$ cat config.mk
export PLATFORM = sky130hd
export DESIGN_NAME = hazard_stall_ctrl
export DESIGN_NICKNAME = d
export VERILOG_FILES = /design/src/rtl/hazard_stall_ctrl.sv
export SDC_FILE = /design/constraint.sdc
export NUM_CORES = 1
export LEC_CHECK = 0
export BUFFER_PORTS_ARGS = -buffer_cell sky130_fd_sc_hd__buf_2
export CORE_UTILIZATION = 49
export CTS_BUF_LIST = sky130_fd_sc_hd__clkbuf_8
export CTS_CLUSTER_SIZE = 40
export DETAILED_ROUTE_END_ITERATION = 12
export GPL_ROUTABILITY_DRIVEN = 0
export GPL_TIMING_DRIVEN = 1
export PLACE_DENSITY = 0.9
export SYNTH_ARGS = -nofsm -noshare
export SYNTH_HDL_FRONTEND = slang
export SYNTH_SLANG_ARGS = --single-unit
export TNS_END_PERCENT = 30
$ cat constraint.sdc
create_clock -name clk -period 4.55 [get_ports clk]
set_clock_uncertainty 0.1 [all_clocks]
set_input_delay 0.91 -clock clk [delete_from_list [all_inputs] [get_ports clk]]
set_output_delay 0.91 -clock clk [all_outputs]
set_load 0.005 [all_outputs]
$ cat src/rtl/hazard_stall_ctrl.sv
// Hazard sequencer for the 5-stage core: load-use stalls, multicycle EX waits and taken-branch flushes.
// Define HAZ_PERF_CNT_EN to add the stall_cnt / flush_cnt performance counters.
module hazard_stall_ctrl #(
    parameter int unsigned LOAD_LAT   = 1,
    parameter int unsigned MC_TIMEOUT = 64
) (
    input  logic       clk,
    input  logic       rst_n,
    input  logic [4:0] id_rs1,
    input  logic [4:0] id_rs2,
    input  logic       id_use_rs1,
    input  logic       id_use_rs2,
    input  logic [4:0] ex_rd,
    input  logic       ex_memread,
    input  logic       ex_mc_start,
    input  logic       mc_done,
    input  logic       br_taken_ex,
    output logic       pc_hold,
    output logic       ifid_hold,
    output logic       idex_bubble,
    output logic       ifid_flush,
    output logic       ex_hold,
    output logic       mc_busy,
    output logic       mc_err
`ifdef HAZ_PERF_CNT_EN
    ,
    output logic [31:0] stall_cnt,
    output logic [15:0] flush_cnt
`endif
);

    // The counter is shared by both stall states, so it must also reach LOAD_LAT-1 (up to 6).
    localparam int unsigned MC_W  = $clog2(MC_TIMEOUT + 1);
    localparam int unsigned CNT_W = (MC_W > 3) ? MC_W : 3;

    typedef logic [CNT_W-1:0] cnt_t;

    localparam cnt_t LOAD_END = cnt_t'(LOAD_LAT - 1);
    localparam cnt_t MC_END   = cnt_t'(MC_TIMEOUT);
    localparam cnt_t CNT_ONE  = cnt_t'(1);

    typedef enum logic [1:0] {
        ST_RUN,
        ST_LOAD_STALL,
        ST_MC_WAIT
    } state_e;

    state_e state_q, state_d;
    cnt_t   cnt_q, cnt_d;
    logic   mc_err_q, mc_err_d;
    logic   lu_hit;
    logic   mc_stall;

    assign lu_hit = ex_memread && (ex_rd != 5'd0) &&
                    ((id_use_rs1 && (id_rs1 == ex_rd)) ||
                     (id_use_rs2 && (id_rs2 == ex_rd)));

    assign mc_stall = ex_mc_start && !mc_done;

    // NOTE: state registers use non-blocking assignments so every flop samples pre-edge values.
    always_ff @(posedge clk or negedge rst_n) begin
        if (!rst_n) begin
            state_q  <= ST_RUN;
            cnt_q    <= '0;
            mc_err_q <= 1'b0;
        end else begin
            state_q  <= state_d;
            cnt_q    <= cnt_d;
            mc_err_q <= mc_err_d;
        end
    end

    // NOTE: every combinational output is given a default first so no path can infer a latch.
    always_comb begin
        state_d  = state_q;
        cnt_d    = cnt_q;
        mc_err_d = mc_err_q;
        unique case (state_q)
            ST_RUN: begin
                if (br_taken_ex) begin
                    state_d = ST_RUN;
                end else if (mc_stall) begin
                    state_d = ST_MC_WAIT;
                    cnt_d   = CNT_ONE;
                end else if (ex_mc_start) begin
                    state_d = ST_RUN;
                end else if (lu_hit && (LOAD_LAT > 1)) begin
                    state_d = ST_LOAD_STALL;
                    cnt_d   = CNT_ONE;
                end
            end
            ST_LOAD_STALL: begin
                if (cnt_q == LOAD_END) begin
                    state_d = ST_RUN;
                    cnt_d   = '0;
                end else begin
                    cnt_d = cnt_q + CNT_ONE;
                end
            end
            ST_MC_WAIT: begin
                if (mc_done) begin
                    state_d = ST_RUN;
                    cnt_d   = '0;
                end else if (cnt_q == MC_END) begin
                    state_d  = ST_RUN;
                    cnt_d    = '0;
                    mc_err_d = 1'b1;
                end else begin
                    cnt_d = cnt_q + CNT_ONE;
                end
            end
            default: begin
                state_d = ST_RUN;
                cnt_d   = '0;
            end
        endcase
    end

    // Strobes act in the same cycle as the hazard; they are forced low while reset is held.
    always_comb begin
        pc_hold     = 1'b0;
        ifid_hold   = 1'b0;
        idex_bubble = 1'b0;
        ifid_flush  = 1'b0;
        ex_hold     = 1'b0;
        mc_busy     = 1'b0;
        if (rst_n) begin
            unique case (state_q)
                ST_RUN: begin
                    if (br_taken_ex) begin
                        ifid_flush  = 1'b1;
                        idex_bubble = 1'b1;
                    end else if (mc_stall) begin
                        pc_hold   = 1'b1;
                        ifid_hold = 1'b1;
                        ex_hold   = 1'b1;
                    end else if (!ex_mc_start && lu_hit) begin
                        pc_hold     = 1'b1;
                        ifid_hold   = 1'b1;
                        idex_bubble = 1'b1;
                    end
                end
                ST_LOAD_STALL: begin
                    pc_hold     = 1'b1;
                    ifid_hold   = 1'b1;
                    idex_bubble = 1'b1;
                end
                ST_MC_WAIT: begin
                    mc_busy = 1'b1;
                    // On the done or timeout cycle EX is released so the result can advance.
                    if (!mc_done && (cnt_q != MC_END)) begin
                        pc_hold   = 1'b1;
                        ifid_hold = 1'b1;
                        ex_hold   = 1'b1;
                    end
                end
                default: begin
                    pc_hold = 1'b0;
                end
            endcase
        end
    end

    assign mc_err = mc_err_q;

`ifdef HAZ_PERF_CNT_EN
    logic [31:0] stall_cnt_q, stall_cnt_d;
    logic [15:0] flush_cnt_q, flush_cnt_d;

    always_comb begin
        stall_cnt_d = stall_cnt_q;
        flush_cnt_d = flush_cnt_q;
        if (pc_hold && (stall_cnt_q != '1)) begin
            stall_cnt_d = stall_cnt_q + 32'd1;
        end
        if (ifid_flush && (flush_cnt_q != '1)) begin
            flush_cnt_d = flush_cnt_q + 16'd1;
        end
    end

    always_ff @(posedge clk or negedge rst_n) begin
        if (!rst_n) begin
            stall_cnt_q <= '0;
            flush_cnt_q <= '0;
        end else begin
            stall_cnt_q <= stall_cnt_d;
            flush_cnt_q <= flush_cnt_d;
        end
    end

    assign stall_cnt = stall_cnt_q;
    assign flush_cnt = flush_cnt_q;
`endif

endmodule

# ---- After elaboration in Yosys (flattened, before gate mapping)
# Cells that the tools add are included.
dict set report classes {
  addsub 1
  n_eq_ne 11
  mux 32
  bitwise 1
  n_reduce_logical 16
}
# operator n
set op_table {}
lappend op_table {{$mux 7} 5}
lappend op_table {{$pmux 7 s3} 1}
lappend op_table {{$mux 1} 16}
lappend op_table {{$mux 2} 6}
lappend op_table {{$eq 5x5->1} 2}
lappend op_table {{$add 7x1->7 const B} 1}
lappend op_table {{$eq 7x7->1 const B} 1}
lappend op_table {{$logic_and 1x1->1} 7}
lappend op_table {{$logic_not 7->1} 1}
lappend op_table {{$ne 7x7->1 const B} 1}
lappend op_table {{$ne 2x2->1 const B} 3}
lappend op_table {{$pmux 2 s3} 1}
lappend op_table {{$reduce_and 3->1} 2}
lappend op_table {{$reduce_bool 5->1} 1}
lappend op_table {{$ne 4x4->1 const B} 1}
lappend op_table {{$pmux 1 s2} 2}
lappend op_table {{$ne 3x3->1 const B} 1}
lappend op_table {{$pmux 1 s3} 1}
lappend op_table {{$eq 2x1->1 const B} 1}
lappend op_table {{$eq 2x2->1 const B} 1}
lappend op_table {{$logic_not 1->1} 2}
lappend op_table {{$logic_not 2->1} 1}
lappend op_table {{$reduce_and 2->1} 1}
lappend op_table {{$logic_or 1x1->1} 1}
lappend op_table {{$not 1->1} 1}
dict set report totals {
  regBits 10
  input_bits 23
  out_inout_bits 7
  word_cells 64
}

# ---- Logic depth before layout (Yosys ltp)
# Gate-level depths: netlist (run 1).
dict set report depth {
  depth_word 10
  mapped_depth 7
  mapped_depth_nobuf 6
}

# ---- Worst setup path after synthesis (run 1)
# OpenSTA, ideal clock, no wires.
dict set report synth_timing {
  path_kind {input port to output port}
  start {input ex_rd[1]}
  end {output pc_hold}
  t_arrival_ns 1.873
  t_required_ns 3.540
  setup_slack_ns 1.667
  stages 5
  path_cell_list {or4_1 -> o21ai_1 -> or3_1 -> o21bai_1 -> buf_4}
}
dict set report synth_between {
  elab_chain_len 10
  elab_cells_between_ends 14
  classes_between {2 x eq/ne; 5 x mux; 7 x reduce/logical}
}
# item line_no
set synth_rtl {}
lappend synth_rtl {{start: declaration} 13} ;# input logic [4:0] ex_rd,
lappend synth_rtl {{$eq 5x5->1, on equally long branches} {55, 56}}
lappend synth_rtl {{$logic_and 1x1->1, on equally long branches} {55, 56}}
lappend synth_rtl {{$logic_or 1x1->1} 55} ;# ((id_use_rs1 && (id_rs1 == ex_rd)) ||
lappend synth_rtl {{$logic_and 1x1->1 (*)} 54} ;# assign lu_hit = ex_memread && (ex_rd != 5'd0) &&
lappend synth_rtl {{$logic_and 1x1->1 (*)} 137} ;# end else if (!ex_mc_start && lu_hit) begin
lappend synth_rtl {{$mux 1 (*) (3 in series)} n/a}
lappend synth_rtl {{$pmux 1 s3 (*)} n/a}
lappend synth_rtl {{$mux 1 (*)} n/a}
lappend synth_rtl {{end: declaration} 18} ;# output logic pc_hold,
# Every way passes the cells marked *; elsewhere a longest branch is shown, timed or not.

# ---- Worst setup path in the final report (run 1)
dict set report layout_timing {
  start {input ex_rd[1]}
  end {output pc_hold}
}
dict set report layout_between {
  elab_chain_len 10
  elab_cells_between_ends 14
  classes_between {2 x eq/ne; 5 x mux; 7 x reduce/logical}
}
# item line_no
set layout_rtl {}
lappend layout_rtl {{$eq 5x5->1, on equally long branches} {55, 56}}
lappend layout_rtl {{$logic_and 1x1->1, on equally long branches} {55, 56}}
lappend layout_rtl {{$logic_or 1x1->1} 55}
lappend layout_rtl {{$logic_and 1x1->1 (*)} 54}
lappend layout_rtl {{$logic_and 1x1->1 (*)} 137}
lappend layout_rtl {{$mux 1 (*)} 137}
lappend layout_rtl {{$mux 1 (*)} 133} ;# end else if (mc_stall) begin
lappend layout_rtl {{$mux 1 (*)} 130} ;# if (br_taken_ex) begin
lappend layout_rtl {{$pmux 1 s3 (*)} 128} ;# unique case (state_q)
lappend layout_rtl {{$mux 1 (*)} 127} ;# if (rst_n) begin
# Marked as above.

==> results.cfg, run 1 <==
[run_status]
status = finished, final reports clean

[drt]
met1_length_um = 700
remaining_drc_errors = 0
drtIter0Drc = 3
ant_nets = 0
totalWireLength_um = 1658
routedWlPerCell_um = 13.93
met2_wirelength_um = 875
top_layer = met3
vias = 644
dr.pass1.iters = 2
viasPerCell = 5.412
wl_met3_um = 81

[synthesis]
synth_nets = 99
seq_area_frac_synth = 0.3056
synthTopCellsByArea = dfrtp_1 (31%), xor2_1 (15%), nand4bb_4 (3.7%), o2111ai_1 (3.6%), ha_1 (3.4%)
async_reset_ff_frac = 1.000
synth_cell_types = 38
ys.warnings.count = 0
dominantRegCellSynth = dfrtp_1
ys_top_cells_by_count = xor2_1 (13), dfrtp_1 (9), nor2_1 (6), o2111ai_1 (3)
yosysTopAreaCell = dfrtp_1
synth-seq-cells = 9
netlist_instances = 74
syn_area_um2 = 737.0
synth_edf_count = 0
yosysMostFrequentCell = xor2_1
syn-mean-instance-area_um2 = 9.959
yosys.area.top_type_share = 0.3056

[floorplanning]
die_w_um = 40.78
die-area_um2 = 1663
io_pins = 30
die_y_um = 40.78
row_count = 13
start_util = 0.5459
coreArea_um2 = 1350

[clock_network]
cts.sink_count = 9
cts_max_level = 1
post_cts_resized = 0
post_cts_buffers = 0
clk_latency_ns = 0.23
tritoncts = done
cts.clk_slew.worst_paths_ns = 0.04
ctsHoldBuffers = 0
cts_buffer_depth = 2
numCtsBuffers = 3
cts_root_buf = clkbuf_8

[grt]
grt_max_degree = 17
grt_overflow = 0
grt_util_all_layers = 0.2268
grt_pass1_vias = 615
grt_pass1_wl_um = 2442
antenna_found_initial = 0

[power]
power_uw = 326.5
power-per-cell-area_nw_per_um2 = 351.7
ir_drop_v = 0.0003033
leakagePower_uw = 0.0004484

[cells_and_area]
layout-drive-gt1-share = 0.3942
fin_area_um2 = 928.4
nFillCells = 107
antenna_cells = 0
finalNonFillerCells = 119
area_delta_synth_final_pct = 25.98
nets = 130

[critical_path]
arrival_ns = 2.03
worst_path_max_delay_cell = or4_1
crit_top_cell = buf_2
crit_path_end_kind = output pin
critical_path_class = input pin to output pin
worst_setup_path_start_kind = input pin
path_max_fanout = 3
reg2regPathDepth = 6
crit_required_ns = 3.54
path_cells = buf_2 -> or4_1 -> o21ai_1 -> or3_1 -> o21bai_1 -> buf_2
cp_slowest_stage_delay_ns = 0.52

[timing]
hold_viol = 0
setup_ws_ns = 1.514
finalCritPeriodShare = 0.6673
drv_slew = 0
fin_crit_ns = 3.036
tns_ns = 0
maxSlewHeadroom = 0.7067
setup_viol = 0
max_freq_ghz = 0.3293
tightestPinTransition_ns = 0.4380
rsz0062_at_grt = no

[placement]
dp.cells = 115
post-place-ws_ns = 1.503
dp_hpwl_um = 1322
placed_area_um2 = 883.3
io_buffers = 29

[min_path]
hp-class = register to register
whs_path_depth = 1

[run]
drv_cap = 0
==> routing by layer <==
metal / vias up / GRT usage
li1: 327 / -
met1: 297 / 0.2457
met5: - / 0
met3: 0 / 0.07609
met2: 20 / 0.3711
met4: 0 / 0.1500
==> layout make-up <==
class / count / area [µm²] / share of cell area
Multi-Input combinational cell: 60 / 486.7 / 0.5243
Sequential cell: 9 / 225.2 / 0.2426
Tap cell: 15 / 18.77 / 0.02022
Timing Repair Buffer: 29 / 145.1 / 0.1563
Inverter: 2 / 7.507 / 0.008086
Clock buffer: 3 / 41.29 / 0.04447
Clock inverter: 1 / 3.754 / 0.004043
==> stage by stage <==
step	hold WS [ns]	util
2_1_floorplan	0.3510	-
3_3_place_gp	0.3442	0.6543
3_5_place_dp	0.3469	0.6543
4_1_cts	0.3583	0.6877
5_1_grt	0.3636	0.6877
6_report	0.3546	0.6877
==> power breakdown <==
group          internal [µW]  switching [µW]
Clock                   58.4            27.9
Combinational           54.6            59.9
Sequential              94.8            30.9
==> worst paths after layout <==
| path | to | startpoint | slack (ns) |
|---|---|---|---|
| worst max-delay path | pc_hold | ex_rd[1] | 1.51 |
| worst min-delay path | mc_err | mc_err | 0.35 |
| worst max register to register | cnt_q[0] | cnt_q[0] | 2.79 |
| worst min register to register | mc_err | mc_err | 0.35 |
| max in group asynchronous | state_q[1] | rst_n | 3.69 |
| min in group asynchronous | cnt_q[5] | rst_n | 0.45 |
==> state kept, by name (all words and copies together) (netlist names) <==
| register | flops |
|---|---|
| state_q | 1 |
| mc_err | 1 |
| cnt_q | 7 |
==> cells in the final DEF, fill, tap and decap left out, drive strengths merged, types with 3 or more instances in the layout <==
| master | count |
|---|---|
| o2111ai | 3 |
| inv | 3 |
| dfrtp | 9 |
| buf | 29 |
| nor2 | 8 |
| xor2 | 13 |
| clkbuf | 3 |
==> worst max-delay path: cells and delay by family <==
| kind | cells | cell delay, ns |
|---|---|---|
| AOI/OAI and AO/OA | 2 | 0.21 |
| buffers and inverters | 2 | 0.27 |
| and+or+nand+nor | 2 | 0.64 |
==> kinds of logic after synthesis <==
kind of cell,Yosys count,share of synthesized area
buffers and inverters,5,0.03396
DFF,9,0.3056
adders and majority gates,2,0.03395
AOI/OAI and AO/OA,16,0.1800
xor gates and xnor gates,15,0.1783
and+or+nand+nor,27,0.2683
Power figures use the tool's default switching activity.
==> run 2, diff against run 1 <==
--- a/config.mk
+++ b/config.mk
@@ -5,14 +5,15 @@
 export SDC_FILE = /design/constraint.sdc
 export NUM_CORES = 1
 export LEC_CHECK = 0
+export ABC_AREA = 1
 export BUFFER_PORTS_ARGS = -buffer_cell sky130_fd_sc_hd__buf_2
-export CORE_UTILIZATION = 49
+export CORE_UTILIZATION = 45
 export CTS_BUF_LIST = sky130_fd_sc_hd__clkbuf_8
 export CTS_CLUSTER_SIZE = 40
 export DETAILED_ROUTE_END_ITERATION = 12
 export GPL_ROUTABILITY_DRIVEN = 0
 export GPL_TIMING_DRIVEN = 1
-export PLACE_DENSITY = 0.9
+export PLACE_DENSITY = 0.86
 export SYNTH_ARGS = -nofsm -noshare
 export SYNTH_HDL_FRONTEND = slang
 export SYNTH_SLANG_ARGS = --single-unit
==> constraint.sdc (replaced) <==
create_clock -name clk -period 2.6 [get_ports clk]
set_clock_uncertainty 0.1 [all_clocks]
set_input_delay 0.52 -clock clk [delete_from_list [all_inputs] [get_ports clk]]
set_output_delay 0.52 -clock clk [all_outputs]
set_load 0.005 [all_outputs]
==> run 2 against run 1 <==
Critical path depth increased by 2. Global-route usage is 2.1 points lower. Sequential share of layout area is 2.2 points lower. Cell area rose by 9.8%. Total power is 85% higher. Non-clock buffer count stayed put. Sequential power grew 66%. Synthesized area increased by 9.5%. Die area is 18% higher. Via count rose by 32%. Routed wire length up 9.3%. Worst setup slack got worse by 1.1 ns.
==> results.cfg, run 2 <==
[synthesis]
synth_top_family_by_area = simple AND/OR/NAND/NOR gates
yosysMostFrequentCell = nand2_1
synth_fa_ha_area_frac = 0.03101
synth_edf_count = 0
netlist_instances = 128
synthXorXnorAreaFrac = 0.02171
synthTopCellsByArea = dfrtp_1 (28%), nand2_1 (19%), inv_1 (8.8%), nor2_1 (7.4%), inv_2 (3.7%)
synthSimpleGateAreaFrac = 0.4465
seq_area_frac_synth = 0.2791
synth_compound_area_frac = 0.08217
dominantRegCellSynth = dfrtp_1
syn-mean-instance-area_um2 = 6.305
async_reset_ff_frac = 1.000
ys.warnings.count = 0
synth_cell_types = 27
syn_area_um2 = 807.0
yosys.area.top_type_share = 0.2791
synth-seq-cells = 9
synth_nets = 153
synth_mux_area_frac = 0
ys_top_cells_by_count = nand2_1 (41), inv_1 (19), nor2_1 (16), dfrtp_1 (9), inv_2 (8)
yosysTopAreaCell = dfrtp_1

[drt]
vias = 847
dr.pass1.iters = 4
remaining_drc_errors = 0
wl_met3_um = 84
met2_wirelength_um = 898
drtIter0Drc = 23
top_layer = met4
routedWlPerCell_um = 9.848
met1_length_um = 795
viasPerCell = 4.603
totalWireLength_um = 1812
ant_nets = 0

[clock_network]
cts.sink_count = 9
cts_buffer_depth = 2
tritoncts = done
ctsHoldBuffers = 0
post_cts_buffers = 0
cts_max_level = 1
post_cts_resized = 0
cts.clk_slew.worst_paths_ns = 0.05
numCtsBuffers = 3
cts_root_buf = clkbuf_8
clk_latency_ns = 0.24

[cells_and_area]
area_delta_synth_final_pct = 26.36
antenna_cells = 0
layout-drive-gt1-share = 0.3313
final_common_cell = nand2_1
largest_reg_flops = 7
layout_common_cells = nand2_1 (41), buf_2 (29), inv_1 (20), nor2_1 (16), dfrtp_1 (9)
regMostFlops = cnt_q
nets = 186
fin_area_um2 = 1020

[power]
power-per-cell-area_nw_per_um2 = 590.9
leakagePower_uw = 0.0006120
ir_drop_v = 0.0005088

[timing]
fin_crit_ns = 2.213
finalCritPeriodShare = 0.8511
tns_ns = 0
drv_slew = 0
hold_viol = 0
maxSlewHeadroom = 0.8216
setup_ws_ns = 0.3872
rsz0062_at_grt = no
tightestPinTransition_ns = 0.2676
max_freq_ghz = 0.4519
setup_viol = 0

[grt]
grt_util_all_layers = 0.2061
grt_pass1_vias = 760
antenna_found_initial = 0
grt_max_degree = 14
grt_overflow = 0
grt_pass1_wl_um = 2911

[run_status]
status = finished, final reports clean

[critical_path]
critical_path_class = register to output pin
arrival_ns = 1.59
path_max_fanout = 5
worst_setup_path_start_kind = register
crit_required_ns = 1.98
crit_path_end_kind = output pin

[placement]
io_buffers = 29
placed_area_um2 = 974.7
post-place-ws_ns = 0.6093
dp_hpwl_um = 1399

[floorplanning]
io_pins = 30
coreArea_um2 = 1594
start_util = 0.5063
row_count = 14
die-area_um2 = 1967
die_y_um = 44.35
die_w_um = 44.35

[run]
drv_cap = 0

[min_path]
hp-class = input pin to asynchronous set/reset pin
-- run 2: critical path, stage by stage, from the launching register on --
cell and delay, ns:
dfrtp_1 0.41, inv_1 0.07, ha_1 0.21, nand4_2 0.15
nand2_1 0.07, nand2_1 0.08, nand3_1 0.07, a21oi_1 0.15
buf_2 0.14
-- run 2: layout make-up --
class                   count  area, µm²
repair buffers             29      145.1
inverters                  28      105.1
clock inverters             1      3.754
fillers                   148      574.3
flip-flops and latches      9      225.2
well taps                  24      30.03
multi-input cells          90      469.2
clock buffers               3      41.29
-- run 2: through the flow --
step | power, µW | hold WS [ns] | utilization | std cells
global placement | 427.8 | 0.3001 | 0.6115 | 180
floorplan | 365.1 | 0.1244 | - | 128
CTS | 603.7 | 0.05435 | 0.6397 | 184
finish | 602.6 | 0.05331 | 0.6397 | 184
detailed placement | 438.5 | 0.3062 | 0.6115 | 180
global route | 646.9 | 0.06244 | 0.6397 | 184
-- run 2: final timing paths --
kind,from,to,slack [ns],depth (start not counted)
min reg2reg,mc_err,mc_err,0.40,1
min,rst_n,cnt_q[1],0.05,1
min in group clk,mc_err,mc_err,0.40,1
max in group asynchronous,rst_n,cnt_q[4],2.13,1
max,cnt_q[0],ifid_hold,0.39,8
max reg2reg,cnt_q[0],cnt_q[6],1.13,7
-- run 2: cell families after synthesis --
kind of cell / Yosys count
buf+inv: 29
compound gates: 10
xor+xnor: 2
simple gates: 76
fa+ha+maj: 2
flops: 9
-- run 2: report_power, final --
part           leakage, µW  switching [µW]  internal (µW)
combinational     0.000467             145           91.2
clock            0.0000269            54.5            103
sequential        0.000118            38.5            170
total             0.000612             238            364
-- run 2: per-layer routing --
layer	vias up	GRT usage
met5	-	0
met4	0	0.1273
met3	5	0.04490
met2	32	0.3647
met1	362	0.2211
li1	448	-
==> run 3, diff against run 2 <==
--- a/config.mk
+++ b/config.mk
@@ -14,6 +14,7 @@
 export GPL_ROUTABILITY_DRIVEN = 0
 export GPL_TIMING_DRIVEN = 1
 export PLACE_DENSITY = 0.86
+export REMOVE_ABC_BUFFERS = 1
 export SYNTH_ARGS = -nofsm -noshare
 export SYNTH_HDL_FRONTEND = slang
 export SYNTH_SLANG_ARGS = --single-unit
==> run 3 against run 2 <==
First-iteration DRC count fell by 8.7%. Sequential share of layout area stayed put. Flip-flop and latch count did not move. Utilization unchanged. Clock-buffer cell count did not move. Maximum frequency up 2.7%. Combinational power down 3%. Critical path depth unchanged.
==> results.cfg, run 3 (synthesis results as in run 2) <==
[cells_and_area]
final_common_cell = nand2_1
fin_area_um2 = 1020
layout-drive-gt1-share = 0.3313
regMostFlops = cnt_q
final_util = 0.6397
layout_common_cells = nand2_1 (41), buf_2 (29), inv_1 (20), nor2_1 (16), dfrtp_1 (9)
antenna_cells = 0
area_delta_synth_final_pct = 26.36
largest_reg_flops = 7
nets = 186

[drt]
dr.pass1.iters = 4
drtIter0Drc = 21
routedWlPerCell_um = 9.130
vias = 848
totalWireLength_um = 1680
remaining_drc_errors = 0
ant_nets = 0
viasPerCell = 4.609

[clock_network]
cts_max_level = 1
numCtsBuffers = 3
clk_latency_ns = 0.23
cts_buffer_depth = 2
cts.clk_slew.worst_paths_ns = 0.04
tritoncts = done
cts.sink_count = 9
cts_root_buf = clkbuf_8
post_cts_resized = 0
ctsHoldBuffers = 0
post_cts_buffers = 0

[grt]
grt_util_all_layers = 0.1962
grt_max_degree = 14
grt_pass1_vias = 725
grt_overflow = 0
antenna_found_initial = 0
grt_pass1_wl_um = 2815

[critical_path]
crit_top_cell = nand2_1
path_max_fanout = 5
path_cells = inv_1 -> ha_1 -> nand4_2 -> nand2_1 -> nand2_1 -> nand3_1 -> a21oi_1 -> buf_2
arrival_ns = 1.54
worst_path_max_delay_cell = dfrtp_1
crit_path_end_kind = output pin
worst_setup_path_start_kind = register
critical_path_class = register to output pin
crit_required_ns = 1.98
cp_slowest_stage_delay_ns = 0.40

[floorplanning]
start_util = 0.5063
die-area_um2 = 1967
row_count = 14
die_w_um = 44.35
die_y_um = 44.35
io_pins = 30
coreArea_um2 = 1594

[run]
drv_cap = 0

[timing]
drv_slew = 0
setup_viol = 0
hold_viol = 0
fin_crit_ns = 2.155
max_freq_ghz = 0.4640
finalCritPeriodShare = 0.8290
tightestPinTransition_ns = 0.2689
maxSlewHeadroom = 0.8207
rsz0062_at_grt = no
tns_ns = 0

[min_path]
hp-class = input pin to asynchronous set/reset pin

[power]
power-per-cell-area_nw_per_um2 = 576.9
ir_drop_v = 0.0006450
power_uw = 588.3
leakagePower_uw = 0.0006120

[placement]
io_buffers = 29
placed_area_um2 = 974.7
dp_hpwl_um = 1395

[run_status]
status = finished, final reports clean
-- run 3: cell counts in the layout (fill, tap and decap cells not counted) --
Identical to the previous run, type by type.
-- run 3: final cells by class --
cell class	instances	area [µm²]
Fill cell	133	574.3
Multi-Input combinational cell	90	469.2
Sequential cell	9	225.2
Timing Repair Buffer	29	145.1
Inverter	28	105.1
Clock buffer	3	41.29
Tap cell	24	30.03
Clock inverter	1	3.754
-- run 3: worst max-delay path: cells and delay by family (launching register included) --
family | cells | cell delay [ns]
adders and majority gates | 1 | 0.20
AOI/OAI and AO/OA | 1 | 0.16
buffers and inverters | 2 | 0.20
DFF | 1 | 0.40
and+or+nand+nor | 4 | 0.35
-- run 3: worst paths after layout --
kind | from | to | slack (ns) | cells after the start
worst max register to register | cnt_q[0] | cnt_q[0] | 1.22 | 7
worst min-delay path | rst_n | cnt_q[6] | 0.06 | 1
max in group asynchronous | rst_n | cnt_q[0] | 2.13 | 1
worst max-delay path | cnt_q[0] | ifid_hold | 0.44 | 8
worst min register to register | mc_err | mc_err | 0.39 | 1
min in group clk | mc_err | mc_err | 0.39 | 1
-- run 3: per-layer routing --
layer,vias up,routed length [µm],GRT usage
met5,-,0,0
met4,0,30,0.1152
met3,4,79,0.02857
met2,21,830,0.3382
met1,370,738,0.2300
li1,453,-,-
-- run 3: report_power, final --
part / total, µW / switching [µW] / internal [µW]
logic: 229 / 139 / 89.4
clock network: 155 / 52.2 / 103
registers: 205 / 34.4 / 170
-- run 3: stage by stage --
step	instances	worst slack, ns	hold WS (ns)
6_report	184	0.4447	0.05886
5_1_grt	184	0.3025	0.06939
4_1_cts	184	0.4310	0.05877
3_5_place_dp	180	0.6109	0.3073
3_3_place_gp	180	0.6393	0.3002
2_1_floorplan	127	0.8477	0.1244
